==> config.mk <==
export PLATFORM = sky130hd
export DESIGN_NAME = node_rec_iter
export DESIGN_NICKNAME = d
export VERILOG_FILES = /design/src/rtl/maltsev_pkg.sv /design/src/rtl/rec_step_alu.sv /design/src/rtl/node_rec_iter.sv
export SDC_FILE = /design/constraint.sdc
export NUM_CORES = 1
export LEC_CHECK = 0
export CAP_MARGIN = 20
export CORE_ASPECT_RATIO = 1.4
export CORE_MARGIN = 3
export CORE_UTILIZATION = 36
export CTS_CLUSTER_SIZE = 24
export DETAILED_ROUTE_END_ITERATION = 7
export GPL_ROUTABILITY_DRIVEN = 0
export GPL_TIMING_DRIVEN = 0
export SETUP_SLACK_MARGIN = 0.3
export SYNTH_ARGS = -nofsm -noshare
export SYNTH_HDL_FRONTEND = slang
export SYNTH_HIERARCHICAL = 1
export SYNTH_SLANG_ARGS = --single-unit
==> constraint.sdc <==
create_clock -name CLK -period 8.19 [get_ports CLK]
set_input_delay 1.638 -clock CLK [delete_from_list [all_inputs] [get_ports CLK]]
set_output_delay 1.638 -clock CLK [all_outputs]
set_load 0.02 [all_outputs]
==> src/rtl/maltsev_pkg.sv <==
// Shared types and default widths for the primitive-recursion node family.
package maltsev_pkg;

    localparam int W_DEF  = 16;
    localparam int CW_DEF = 16;

    typedef enum logic [1:0] {
        MODE_ADD  = 2'd0,
        MODE_MUL  = 2'd1,
        MODE_SUBS = 2'd2,
        MODE_ADDK = 2'd3
    } mode_t;

    typedef enum logic [1:0] {
        IDLE = 2'd0,
        RUN  = 2'd1,
        DONE = 2'd2
    } state_t;

endpackage

==> src/rtl/rec_step_alu.sv <==
// Combinational step function y(k+1) = step(y(k), x, k) with overflow detect.
module rec_step_alu
    import maltsev_pkg::*;
#(
    parameter int W  = W_DEF,
    parameter int CW = CW_DEF
) (
    input  logic [W-1:0]  y,
    input  logic [W-1:0]  x,
    input  logic [CW-1:0] k,
    input  mode_t         mode,
    output logic [W-1:0]  next_y,
    output logic          step_ovf
);

    // k is widened to whichever of CW/W is larger so both truncation and
    // zero-extension fall out of a single slice.
    localparam int KW = (CW > W) ? CW : W;

    logic [W:0]      sum_s;
    logic [W:0]      sumk_s;
    logic [2*W-1:0]  prod_s;
    logic [KW-1:0]   k_wide_s;
    logic            k_hi_nz_s;

    assign k_wide_s  = KW'(k);
    assign k_hi_nz_s = (k_wide_s >> W) != {KW{1'b0}};
    assign sum_s     = {1'b0, y} + {1'b0, x};
    assign sumk_s    = {1'b0, y} + {1'b0, k_wide_s[W-1:0]};
    assign prod_s    = {{W{1'b0}}, y} * {{W{1'b0}}, x};

    // Select the step result and its overflow condition by mode.
    always_comb begin
        next_y   = {W{1'b0}};
        step_ovf = 1'b0;
        case (mode)
            MODE_ADD: begin
                next_y   = sum_s[W-1:0];
                step_ovf = sum_s[W];
            end
            MODE_MUL: begin
                next_y   = prod_s[W-1:0];
                step_ovf = prod_s[2*W-1:W] != {W{1'b0}};
            end
            MODE_SUBS: begin
                if (y >= x) begin
                    next_y   = y - x;
                    step_ovf = 1'b0;
                end else begin
                    next_y   = {W{1'b0}};
                    step_ovf = 1'b1;
                end
            end
            MODE_ADDK: begin
                next_y   = sumk_s[W-1:0];
                step_ovf = sumk_s[W] | k_hi_nz_s;
            end
            default: begin
                next_y   = {W{1'b0}};
                step_ovf = 1'b0;
            end
        endcase
    end

endmodule

==> src/rtl/node_rec_iter.sv <==
// Primitive-recursion node: y0 = IN0, y(k+1) = step(y(k), IN1, k), result y(IN2).
// ST/RD handshake compatible with the generated node/root blocks.
module node_rec_iter
    import maltsev_pkg::*;
#(
    parameter int W  = W_DEF,
    parameter int CW = CW_DEF
) (
    input  logic          CLK,
    input  logic          RST,
    input  logic          ST,
    output logic          RD,
    output logic [W-1:0]  RES,
    output logic          OVF,
    input  logic [W-1:0]  IN0,
    input  logic [W-1:0]  IN1,
    input  logic [CW-1:0] IN2,
    input  logic [1:0]    MODE
);

    state_t        state_r;
    logic [W-1:0]  y_r;
    logic [W-1:0]  x_r;
    logic [CW-1:0] n_r;
    logic [CW-1:0] k_r;
    mode_t         mode_r;
    logic [W-1:0]  res_r;
    logic          rd_r;
    logic          ovf_r;

    logic [W-1:0]  next_y_s;
    logic          step_ovf_s;

    rec_step_alu #(
        .W  (W),
        .CW (CW)
    ) u_alu (
        .y        (y_r),
        .x        (x_r),
        .k        (k_r),
        .mode     (mode_r),
        .next_y   (next_y_s),
        .step_ovf (step_ovf_s)
    );

    // Control FSM with latched operands, iteration counter and registered outputs.
    always_ff @(posedge CLK or posedge RST) begin
        if (RST) begin
            state_r <= IDLE;
            y_r     <= {W{1'b0}};
            x_r     <= {W{1'b0}};
            n_r     <= {CW{1'b0}};
            k_r     <= {CW{1'b0}};
            mode_r  <= MODE_ADD;
            res_r   <= {W{1'b0}};
            rd_r    <= 1'b0;
            ovf_r   <= 1'b0;
        end else begin
            case (state_r)
                IDLE: begin
                    rd_r <= 1'b0;
                    if (ST) begin
                        y_r     <= IN0;
                        x_r     <= IN1;
                        n_r     <= IN2;
                        mode_r  <= mode_t'(MODE);
                        k_r     <= {CW{1'b0}};
                        ovf_r   <= 1'b0;
                        state_r <= RUN;
                    end
                end
                RUN: begin
                    // k stops at n, so the counter can never wrap even for n = 2^CW-1.
                    if (k_r == n_r) begin
                        res_r   <= y_r;
                        rd_r    <= 1'b1;
                        state_r <= DONE;
                    end else begin
                        y_r   <= next_y_s;
                        k_r   <= k_r + CW'(1);
                        ovf_r <= ovf_r | step_ovf_s;
                    end
                end
                DONE: begin
                    // Holding ST high keeps the result; a restart needs ST to drop first.
                    if (!ST) begin
                        rd_r    <= 1'b0;
                        state_r <= IDLE;
                    end
                end
                default: begin
                    rd_r    <= 1'b0;
                    state_r <= IDLE;
                end
            endcase
        end
    end

    assign RD  = rd_r;
    assign RES = res_r;
    assign OVF = ovf_r;

endmodule

# Yosys cells after proc, flatten, opt, wreduce, memory -nomap -nowiden

Index checks and enable logic that the tools add are counted.

Mux-type cells: 20
Bitwise logic cells: 1
Reductions and logical operators: 9
Eq/ne operators: 10
Magnitude comparators: 1
Add/subtract/negate cells: 4
$mul: 1

Operators with widths:

| operator                | number |
|---|---|
| $mux W16                | 5 |
| $pmux W16 S2            | 2 |
| $pmux W16 S4            | 1 |
| $add A16 B16 Y17        | 2 |
| $mul A16 B16 Y32        | 1 |
| $add A16 B1 Y16 const B | 1 |
| $eq A16 B16 Y1          | 1 |
| $ge A16 B16 Y1          | 1 |
| $reduce_bool A16 Y1     | 1 |
| $sub A16 B16 Y16        | 1 |
| $ne A2 B2 Y1 const B    | 4 |
| $eq A2 B2 Y1 const B    | 3 |
| $mux W2                 | 3 |
| $pmux W2 S3             | 1 |
| $reduce_and A2 Y1       | 3 |
| $reduce_and A3 Y1       | 2 |
| $mux W1                 | 5 |
| $eq A2 B1 Y1 const B    | 2 |
| $logic_not A2 Y1        | 2 |
| $pmux W1 S2             | 2 |
| $pmux W1 S4             | 1 |
| $reduce_bool A2 Y1      | 1 |
| $or A1 B1 Y1            | 1 |

Output and inout bits: 18
Logic and storage cells: 55
Bits in registers: 86
Input port bits: 53

# Depth between registers and ports, before layout

Depth in word-level cells: 6
Depth in mapped cells: 27
Depth with buffers taken out: 25

# By module

Netlist, hierarchy kept.

Modules (own cells, without submodules):

| module        | area an instance (sq um) | times used | cells each | sequential area each (sq um) |
|---|---|---|---|---|
| rec_step_alu  | 11059.4                  | 1          | 1370       | 0.0 |
| node_rec_iter | 3873.7                   | 1          | 373        | 2152.1 |

# Worst setup path after synthesis

OpenSTA, ideal clock, no wires.

Path type: register to register
Start: reg y_r[10]
End: reg ovf_r (netlist: OVF)
Setup slack: 1.604 ns
Library setup time: 0.126 ns
Buffers on the path: 2
Arrival time: 6.460 ns
Required time: 8.064 ns
Cell stages (with the launch flop): 24
Clock period less this slack: 6.586 ns
Path through: dfrtp_1 -> clkbuf_1 -> nand2_1 -> fa_1 -> fa_1 -> fa_1 -> fa_1 -> inv_1 -> fa_1 -> inv_1 -> fa_1 -> inv_1 -> ha_1 -> clkbuf_1 -> nand4_1 -> a211o_1 -> a2111oi_4 -> nor3b_1 -> a2111oi_2 -> nand4b_1 -> or4_1 -> o21ba_1 -> inv_1 -> o21ai_0

Cells in the longest elaborated chain, start to end: 6
Elaborated cells on any way between the ends: 10
Those cells by class: add/sub (2); mul (1); order compare (1); mux (4); bitwise (1); reduce/logical (1)

Ends and longest elaborated chain:

| what                                                      | line                                   | RTL |
|---|---|---|
| start: declaration                                        | node_rec_iter.sv:22                    | `logic [W-1:0] y_r;` |
| start signal: assignment                                  | node_rec_iter.sv:50                    | `y_r <= {W{1'b0}};` |
| start signal: assignment                                  | node_rec_iter.sv:79                    | `y_r <= next_y_s;` |
| $mul A16 B16 Y32 / $ge A16 B16 Y1 (equally long branches) | rec_step_alu.sv:30, rec_step_alu.sv:46 |  |
| $reduce_bool A16 Y1 / $mux W1 (equally long branches)     | rec_step_alu.sv:43, rec_step_alu.sv:46 |  |
| $pmux W1 S4 (*)                                           | rec_step_alu.sv:36                     | `case (mode)` |
| via step_ovf_s                                            | node_rec_iter.sv:32                    | `logic step_ovf_s;` |
| $or A1 B1 Y1 (*)                                          | node_rec_iter.sv:81                    | `ovf_r <= ovf_r \| step_ovf_s;` |
| $mux W1 (*)                                               | node_rec_iter.sv:74                    | `if (k_r == n_r) begin` |
| $pmux W1 S2 (*)                                           | node_rec_iter.sv:59                    | `case (state_r)` |
| end signal: assignment                                    | node_rec_iter.sv:81                    |  |
| end: declaration                                          | node_rec_iter.sv:29                    | `logic ovf_r;` |

Mark *: on every way through the listed nets, which the timed path passes. The rest lies on a longest branch. The select of a mux whose other input is x is not followed.
A chain may end at the register's enable or synchronous reset.

# Worst setup path in the final report

Start: reg y_r[2]
End: reg ovf_r (netlist: OVF)

Same word-level chain as after synthesis.

==> impl_metrics.yaml <==
run_status:
  status: "completed"
route:
  drc_errors: 0
  route.met2.wl_mm: 24.3
  wirelength_mm: 44.9
  via_count: 12602
  post_drt_via_cell_ratio: 5.33
  wl_per_cell_um: 19.0
  topRoutingLayerUsed: "met4"
  dr.pass1.iters: 8
  first_iter_violations: 656
  met1_length_mm: 16.5
  final_antenna_net_count: 0
  dr_wl_met3_mm: 1.48
yosys:
  async_flop_share_pct: 100
  yosysSeqAreaShare_pct: 14.4
  synthTopCellsByArea: "fa_1 (26%), dfrtp_1 (14%), ha_1 (13%)"
  postSynthAreaPerCell_um2: 8.57
  synth.cell_area_um2: 14900
  yosysTopAreaCell: "fa_1"
  synth_top_area_share_pct: 26.4
  synth_cell_type_count: 72
  synth-edff-count: 0
  syn-num-nets: 2146
  ys.flop_type: "dfrtp_1"
  synth-warning-count: 6
  synthCells: 1743
  ys_seq_elements: 86
timing:
  worstMarginPinSlew_ns: 0.830
  finalCritPeriodShare_pct: 93.0
  slew_headroom_pct: 44.4
  finClkSkew_ns: 0.0170
  setup_viol: 0
  setup_tns_ns: 0
  setup_slack_ns: 0.570
  rsz0062_at_grt: "false"
  min_period_ns: 7.62
  slew_violations: 0
  fmax_ghz: 0.131
  hold_violations: 0
clocking:
  clock_latency_ns: 0.36
  numCtsBuffers: 9
  cts.sinks: 86
  cts_buffer_depth: 2
  cts_root_buf: "clkbuf_16"
  htree_levels: 3
  cts_setup_buffers: 0
  tritoncts: "yes"
  clk_pin_slew_ns: 0.07
  hold_buffers: 0
finish:
  mostFrequentLayoutCells: "nand2_1 (279), inv_1 (250), fa_1 (197)"
  diodes: 0
  drive_gt1_share_pct: 5.52
  mostFrequentLayoutCell: "nand2_1"
  register_area_um2: 2160
  nets: 2228
  multi_input_area_um2: 11500
  fin_util_pct: 41.1
  area_delta_synth_final_pct: 11.8
  fillCellCount: 4092
global_routing:
  grt_pass1_wl_mm: 71.6
  antenna_found_initial: 0
  grtUsageTotal_pct: 20.8
  grt_start_max_net_pins: 69
  grt_pass1_vias: 13463
  gr-total-overflow: 0
floorplan:
  die_area_um2: 44000
  die_w_um: 178
  num_io_pins: 71
  rows: 87
  start_util_pct: 36.8
  die_y_um: 247
  core-area_um2: 40600
critical_path:
  crit_start: "y_r[2]"
  startpoint_type: "flip-flop"
  rrSetupSlack_ns: 0.57
  worst-setup-path-type: "flip-flop to flip-flop"
  endpoint: "OVF"
  cp_max_fo: 11
  critPathArrivalTime_ns: 7.87
  r2r-end: "OVF"
  reg2reg_from: "y_r[2]"
  critPathRequiredTime_ns: 8.44
  reg2reg_depth: 22
  crit_path_end_kind: "flip-flop"
placed_design:
  dp_hpwl_mm: 37.8
  place_ws_ns: -0.0830
  io_buffers: 70
flow_run:
  drv_cap: 0
min_path:
  hold_depth: 1
  hp-class: "flip-flop to flip-flop"
worst max-delay path: stages, from the launching register on:
cell      delay [ns]
dfrtp_1         0.65
clkbuf_1        0.45
nand2_1         0.17
fa_1            0.58
fa_1            0.43
fa_1            0.54
fa_1            0.44
fa_1            0.46
fa_1            0.49
inv_1           0.04
ha_1            0.25
buf_2           0.22
and4_1          0.27
nand2_1         0.08
a211oi_2        0.41
nor2_1          0.18
o31ai_1         0.42
o22ai_1         0.18
mux2_2          0.30
or4_1           0.63
o21ba_1         0.21
inv_1           0.05
o21ai_0         0.07
cell usage after synthesis, types with 4 or more instances:
master	instances
nand2_1	279
inv_1	251
fa_1	197
ha_1	153
and2_1	98
dfrtp_1	86
nor2_1	81
a21oi_1	72
clkbuf_1	64
o21ai_0	59
nand2b_1	39
xnor2_1	39
nand3_1	24
nand4_1	21
a21o_1	19
o221a_2	18
nor3_1	14
o21bai_1	14
a211oi_1	12
or3_1	12
xor2_1	12
o211ai_1	11
o21a_1	11
mux2_1	9
mux2_2	9
a221oi_1	8
and3_1	8
buf_2	8
nor2b_1	8
a31oi_1	6
mux2i_1	6
o221ai_1	6
o22ai_1	6
or4_1	6
a211o_1	5
a32o_1	5
nor4_1	5
buf_4	4
o2111ai_1	4
worst min path at each step:
stage                     startpoint   endpoint  slack, ns
after floorplan            mode_r[0]  mode_r[0]       0.44
after global placement       RES[15]    RES[15]       0.47
after detailed placement     RES[11]    RES[11]       0.47
after CTS                    RES[11]    RES[11]       0.49
after global routing         RES[13]    RES[13]       0.52
final                        RES[11]    RES[11]       0.48
metrics by stage:
| stage | cell area [um^2] | cells | hold slack (ns) |
|---|---|---|---|
| after floorplan | 14900 | 1743 | 0.444 |
| after global placement | 16300 | 2347 | 0.471 |
| after detailed placement | 16300 | 2348 | 0.475 |
| after CTS | 16700 | 2363 | 0.490 |
| after global routing | 16700 | 2363 | 0.519 |
| final | 16700 | 2363 | 0.484 |
cell families (layout without fill, tap and decap cells):
| family | count (synthesis) | count (layout) | share of synthesized area (%) |
|---|---|---|---|
| flip-flops | 86 | 86 | 14.4 |
| buffers and inverters | 331 | 417 | 8.60 |
| adder cells (fa/ha/maj) | 350 | 350 | 39.2 |
| AND/OR/NAND/NOR | 608 | 608 | 19.4 |
| AO/OA/AOI/OAI | 293 | 293 | 13.6 |
| multiplexers | 24 | 24 | 1.76 |
| XOR/XNOR | 51 | 51 | 2.99 |
layout make-up:
type / instances / share of cell area (%)
tap: 534 / 4.00
multi-input combinational: 1326 / 68.9
inverter: 252 / 5.70
clock buffer: 10 / 1.37
timing repair buffer: 71 / 4.36
sequential: 86 / 13.0
buffer: 79 / 2.18
clock inverter: 5 / 0.495
registers in the layout, summed over array words and instances (netlist names):
signal and flops:
n_r 16, mode_r 2, k_r 16, y_r 16
RES 16, RD 1, state_r 2, OVF 1
x_r 16
repair_timing:
| action | CTS | global route |
|---|---|---|
| cloned | 0 | 0 |
| setup endpoints to repair | 1 | 1 |
| gates resized for setup | 8 | 39 |
routing by layer:
metal  vias up  GRT usage [%]
met5         -              0
met4         0           11.2
met3       142           1.69
met2       353           40.1
met1      6233           22.1
li1       5874              -
Power is not shown: default switching activity piles up to over one toggle a cycle in this logic, so the estimate is an artifact.
